### src/rtl/debug_sel_ctrl_pkg.sv
// Shared constants for the debug display selection path: state encoding,
// probe-select width and default board timing.
package debug_sel_ctrl_pkg;

  localparam int SEL_W          = 3;
  localparam int DB_COUNT_DEF   = 500000;    // 10 ms at 50 MHz
  localparam int SCAN_COUNT_DEF = 50000000;  // 1 s at 50 MHz
  localparam int CNT_W_DEF      = 26;

  localparam int NUM_IN   = 4;
  localparam int IDX_NEXT = 0;
  localparam int IDX_PREV = 1;
  localparam int IDX_HALF = 2;
  localparam int IDX_AUTO = 3;

  typedef enum logic {
    MANUAL = 1'b0,
    AUTO   = 1'b1
  } state_t;

endpackage

### src/rtl/debug_sel_ctrl_btn_debounce.sv
// Two-flop synchronizer plus stability counter for one raw board input;
// provides the debounced level and a one-cycle pulse on its rising edge.
module btn_debounce #(
  parameter int DB_COUNT = 500000,
  parameter int CNT_W    = 26
) (
  input  logic i_clk,
  input  logic i_rst_n,
  input  logic i_raw,
  output logic o_level,
  output logic o_rise
);

  localparam logic [CNT_W-1:0] DB_MAX  = CNT_W'(DB_COUNT);
  localparam logic [CNT_W-1:0] DB_LAST = CNT_W'(DB_COUNT - 1);

  logic             r_sync1;
  logic             r_sync2;
  logic             r_level;
  logic             r_rise;
  logic [CNT_W-1:0] r_cnt;
  logic             w_stable;

  // r_sync1 is the value r_sync2 takes next, so comparing them restarts the
  // count on the same edge the synchronized level changes.
  assign w_stable = (r_sync1 == r_sync2) && (r_cnt >= DB_LAST);

  always_ff @(posedge i_clk or negedge i_rst_n) begin
    if (!i_rst_n) begin
      r_sync1 <= 1'b0;
      r_sync2 <= 1'b0;
      r_cnt   <= '0;
      r_level <= 1'b0;
      r_rise  <= 1'b0;
    end else begin
      r_sync1 <= i_raw;
      r_sync2 <= r_sync1;
      if (r_sync1 != r_sync2) begin
        r_cnt <= '0;
      end else if (r_cnt != DB_MAX) begin
        r_cnt <= r_cnt + 1'b1;
      end
      if (w_stable) begin
        r_level <= r_sync2;
      end
      r_rise <= w_stable && r_sync2 && !r_level;
    end
  end

  assign o_level = r_level;
  assign o_rise  = r_rise;

endmodule

### src/rtl/debug_sel_ctrl.sv
// Turns board buttons and the auto switch into the probe select / half
// controls for the 7-segment debug display, with manual and auto-scan modes.
module debug_sel_ctrl
  import debug_sel_ctrl_pkg::*;
#(
  parameter int DB_COUNT   = DB_COUNT_DEF,
  parameter int SCAN_COUNT = SCAN_COUNT_DEF,
  parameter int CNT_W      = CNT_W_DEF
) (
  input  logic             cclk,
  input  logic             clr,
  input  logic             btn_next,
  input  logic             btn_prev,
  input  logic             btn_half,
  input  logic             sw_auto,
  output logic [SEL_W-1:0] sel,
  output logic             high,
  output logic             changed,
  output logic             auto_on
);

  localparam logic [CNT_W-1:0] SCAN_LAST = CNT_W'(SCAN_COUNT - 1);

  logic [NUM_IN-1:0] w_raw;
  logic [NUM_IN-1:0] w_lvl;
  logic [NUM_IN-1:0] w_rise;
  logic              w_unused;

  assign w_raw    = {sw_auto, btn_half, btn_prev, btn_next};
  assign w_unused = ^{w_lvl[IDX_HALF:IDX_NEXT], w_rise[IDX_AUTO]};

  generate
    for (genvar gi = 0; gi < NUM_IN; gi++) begin : g_db
      btn_debounce #(
        .DB_COUNT (DB_COUNT),
        .CNT_W    (CNT_W)
      ) u_db (
        .i_clk   (cclk),
        .i_rst_n (clr),
        .i_raw   (w_raw[gi]),
        .o_level (w_lvl[gi]),
        .o_rise  (w_rise[gi])
      );
    end
  endgenerate

  state_t           r_state;
  logic [SEL_W-1:0] r_sel;
  logic             r_high;
  logic [SEL_W:0]   r_prev_val;
  logic             r_changed;
  logic             r_auto_on;
  logic [CNT_W-1:0] r_scan_cnt;

  logic [SEL_W-1:0] w_man_sel;
  logic             w_man_high;
  logic [SEL_W:0]   w_auto_val;
  logic             w_scan_tc;

  always_comb begin
    w_man_sel  = r_sel;
    w_man_high = r_high;
    if (w_rise[IDX_NEXT] && !w_rise[IDX_PREV]) begin
      w_man_sel = r_sel + 1'b1;
    end else if (w_rise[IDX_PREV] && !w_rise[IDX_NEXT]) begin
      w_man_sel = r_sel - 1'b1;
    end
    if (w_rise[IDX_HALF]) begin
      w_man_high = ~r_high;
    end
  end

  assign w_auto_val = {r_sel, r_high} + 1'b1;
  assign w_scan_tc  = (r_scan_cnt == SCAN_LAST);

  // changed compares against last cycle's selection, so it trails the update
  // by one cycle and stays low for events that leave {sel,high} untouched.
  always_ff @(posedge cclk or negedge clr) begin
    if (!clr) begin
      r_state    <= MANUAL;
      r_sel      <= '0;
      r_high     <= 1'b0;
      r_prev_val <= '0;
      r_changed  <= 1'b0;
      r_auto_on  <= 1'b0;
      r_scan_cnt <= '0;
    end else begin
      r_prev_val <= {r_sel, r_high};
      r_changed  <= ({r_sel, r_high} != r_prev_val);
      case (r_state)
        MANUAL: begin
          r_sel  <= w_man_sel;
          r_high <= w_man_high;
          if (w_lvl[IDX_AUTO]) begin
            r_state    <= AUTO;
            r_auto_on  <= 1'b1;
            r_scan_cnt <= '0;
          end
        end
        AUTO: begin
          if (w_scan_tc) begin
            r_scan_cnt      <= '0;
            {r_sel, r_high} <= w_auto_val;
          end else begin
            r_scan_cnt <= r_scan_cnt + 1'b1;
          end
          if (!w_lvl[IDX_AUTO]) begin
            r_state   <= MANUAL;
            r_auto_on <= 1'b0;
          end
        end
        default: begin
          r_state   <= MANUAL;
          r_auto_on <= 1'b0;
        end
      endcase
    end
  end

  assign sel     = r_sel;
  assign high    = r_high;
  assign changed = r_changed;
  assign auto_on = r_auto_on;

endmodule

### config.mk
export PLATFORM = sky130hd
export DESIGN_NAME = debug_sel_ctrl
export DESIGN_NICKNAME = d
export VERILOG_FILES = /design/src/rtl/debug_sel_ctrl_pkg.sv /design/src/rtl/debug_sel_ctrl_btn_debounce.sv /design/src/rtl/debug_sel_ctrl.sv
export SDC_FILE = /design/constraint.sdc
export NUM_CORES = 1
export LEC_CHECK = 0
export CAP_MARGIN = 20
export CORE_UTILIZATION = 55
export DETAILED_ROUTE_END_ITERATION = 6
export GPL_TIMING_DRIVEN = 0
export MAX_ROUTING_LAYER = met4
export PLACE_DENSITY = 0.79
export SLEW_MARGIN = 10
export SYNTH_ARGS = -nofsm -noshare
export SYNTH_HDL_FRONTEND = slang
export SYNTH_HIERARCHICAL = 1
export SYNTH_SLANG_ARGS = --single-unit
### constraint.sdc
create_clock -name cclk -period 3.05 [get_ports cclk]
set_input_delay 0.305 -clock cclk [delete_from_list [all_inputs] [get_ports cclk]]
set_output_delay 0.305 -clock cclk [all_outputs]
set_load 0.03 [all_outputs]
==> results.cfg <==
[timing]
rsz0062_at_grt = no
final.period_utilization = 0.9373
setup_violations = 0
final_max_slew_viol_count = 0
fin_crit_ns = 2.859
relSlewSlack = 0.5288
fmax_mhz = 349.8
tightest_slew_ns = 0.7045
finalHoldViolCount = 0
skew_ns = 0.007594
finalWorstSetupSlack_ns = 0.1912

[drt]
drt-pass1-iter-count = 5
dr_total_vias = 7021
drt-initial-drc-count = 371
top_layer_used = met4
wl_met1_mm = 8.320
wl_mm = 17.98
drc_errors = 0
routedWlPerCell_microns = 16.32
vias_per_cell = 6.371
wl_met3_microns = 703
wl_met2_mm = 8.725
ant_nets = 0

[floorplanning]
die_x_microns = 126.5
start_util = 0.5630
num_rows = 45
dieArea_sq_um = 16010
die_h_microns = 126.5
core_area_sq_um = 15150
num_io_pins = 12

[layout]
design_area_sq_um = 9577
antenna_cells = 0
seqCellArea_sq_um = 3904
fillers = 1225
multiInputGateArea_sq_um = 4257
areaGrowthSynthToFinish_pct = 12.31
drive_gt1_frac = 0.08972
layout_common_cells = dfrtp_1, a21oi_1, or4_1
final_common_cell = dfrtp_1
fin_cells = 1102
nets = 920

[clock_network]
numCtsBuffers = 17
clk_pin_slew_ns = 0.06
htreeDepth = 4
clock-sinks = 156
root_buffer = clkbuf_16
cts_resized = 0
clk_path_buf_depth = 2
post_cts_buffers = 0
insertion_delay_ns = 0.42
tritoncts = built

[power_and_ir_drop]
finalPower_mw = 4.713
irDropWorstVdd_v = 0.0004070
leakage_nw = 3.880
pwr_density_cell_nw_per_um2 = 492.2

[critical_path]
cp-start-kind = register
end_kind = register
reg2reg_from = r_state
crit_type = register to register
arrival_ns = 3.19
startpoint = r_state
required_ns = 3.38
critPathMaxFanout = 12

[flow_run]
max_cap_viol_count = 0

[placed_design]
place_hpwl_mm = 11.64
dp.cells = 1070
gp_congestion = 0.8405
placed_cell_area_sq_um = 8905
pre_cts_slack_ns = 0.05356
portBuffers = 11

[global_route]
grt_max_degree = 97
track_usage = 0.2459
grt_pass1_wl_mm = 31.14
gr-total-overflow = 0
grt_pass1_vias = 6629
antenna_found_initial = 0

[synthesis]
ys_warn_count = 6
syn-num-nets = 889
synth_area_per_cell_sq_um = 9.801
syn_inst = 870
synth_area_sq_um = 8527

[worst_hold_path]
hold_path_class = input port to register
min-delay-start = btn_next

[run_status]
outcome = finished, final reports clean
## layer usage
layer / vias to the layer above / track usage
met5: - / -
li1: 3378 / -
met1: 3470 / 0.3197
met4: 0 / 0.07938
met3: 20 / 0.05061
met2: 153 / 0.3867
## per-stage QoR
stage	setup TNS (ns)	hold slack, ns	utilization
global placement	-733.60	0.4222	0.5858
floorplan	0	0.009409	-
global route	0	0.3032	0.6323
finish	0	0.3158	0.6323
detailed placement	0	0.2793	0.5879
CTS	0	0.3015	0.6323
## registers in the layout, summed over array words and instances (netlist names)
signal,flops
r_scan_cnt,26
g_db.u_db/r_cnt,104
high,1
changed,1
r_state,1
g_db.u_db/r_sync2,4
r_prev_val,4
sel,3
g_db.u_db/r_sync1,4
g_db.u_db/o_level,4
auto_on,1
g_db.u_db/o_rise,3
## report_power, final
part | internal (mW) | switching, mW
clock network | 1.56 | 0.827
logic | 0.0668 | 0.134
registers | 2.10 | 0.0299
total | 3.72 | 0.990
## timing repair
item	CTS	global route
hold buffers	1	0
endpoints found under the setup margin	1	0
endpoints found under the hold margin	60	0
## critical path, stage by stage (launching register included)
cell and delay (ns):
dfrtp_1 0.56, inv_1 0.15, ha_1 0.20, clkbuf_1 0.19, nand3b_1 0.30, or4_1 0.64
or4_1 0.54, a22oi_1 0.19
## final timing paths
kind,end,slack [ns],cells after the start
hold / removal,g_db[0].u_db/r_sync1,0.32,1
min in group asynchronous,g_db[0].u_db/r_cnt[21],0.42,2
max in group asynchronous,g_db[3].u_db/r_cnt[15],1.80,3
hold reg to reg,g_db[2].u_db/r_sync2,0.44,0
setup reg to reg,r_scan_cnt[25],0.19,7
setup / recovery,r_scan_cnt[25],0.19,7
## layout make-up
| type | count | area share |
|---|---|---|
| tap | 188 | 0.02456 |
| clock inverter | 11 | 0.02247 |
| inverter | 30 | 0.01176 |
| buffer | 50 | 0.02613 |
| clock buffer | 21 | 0.04703 |
| multi-input combinational | 633 | 0.4445 |
| sequential | 156 | 0.4076 |
| timing repair buffer | 13 | 0.01594 |
No activity file was read; power rests on OpenSTA's default activity.
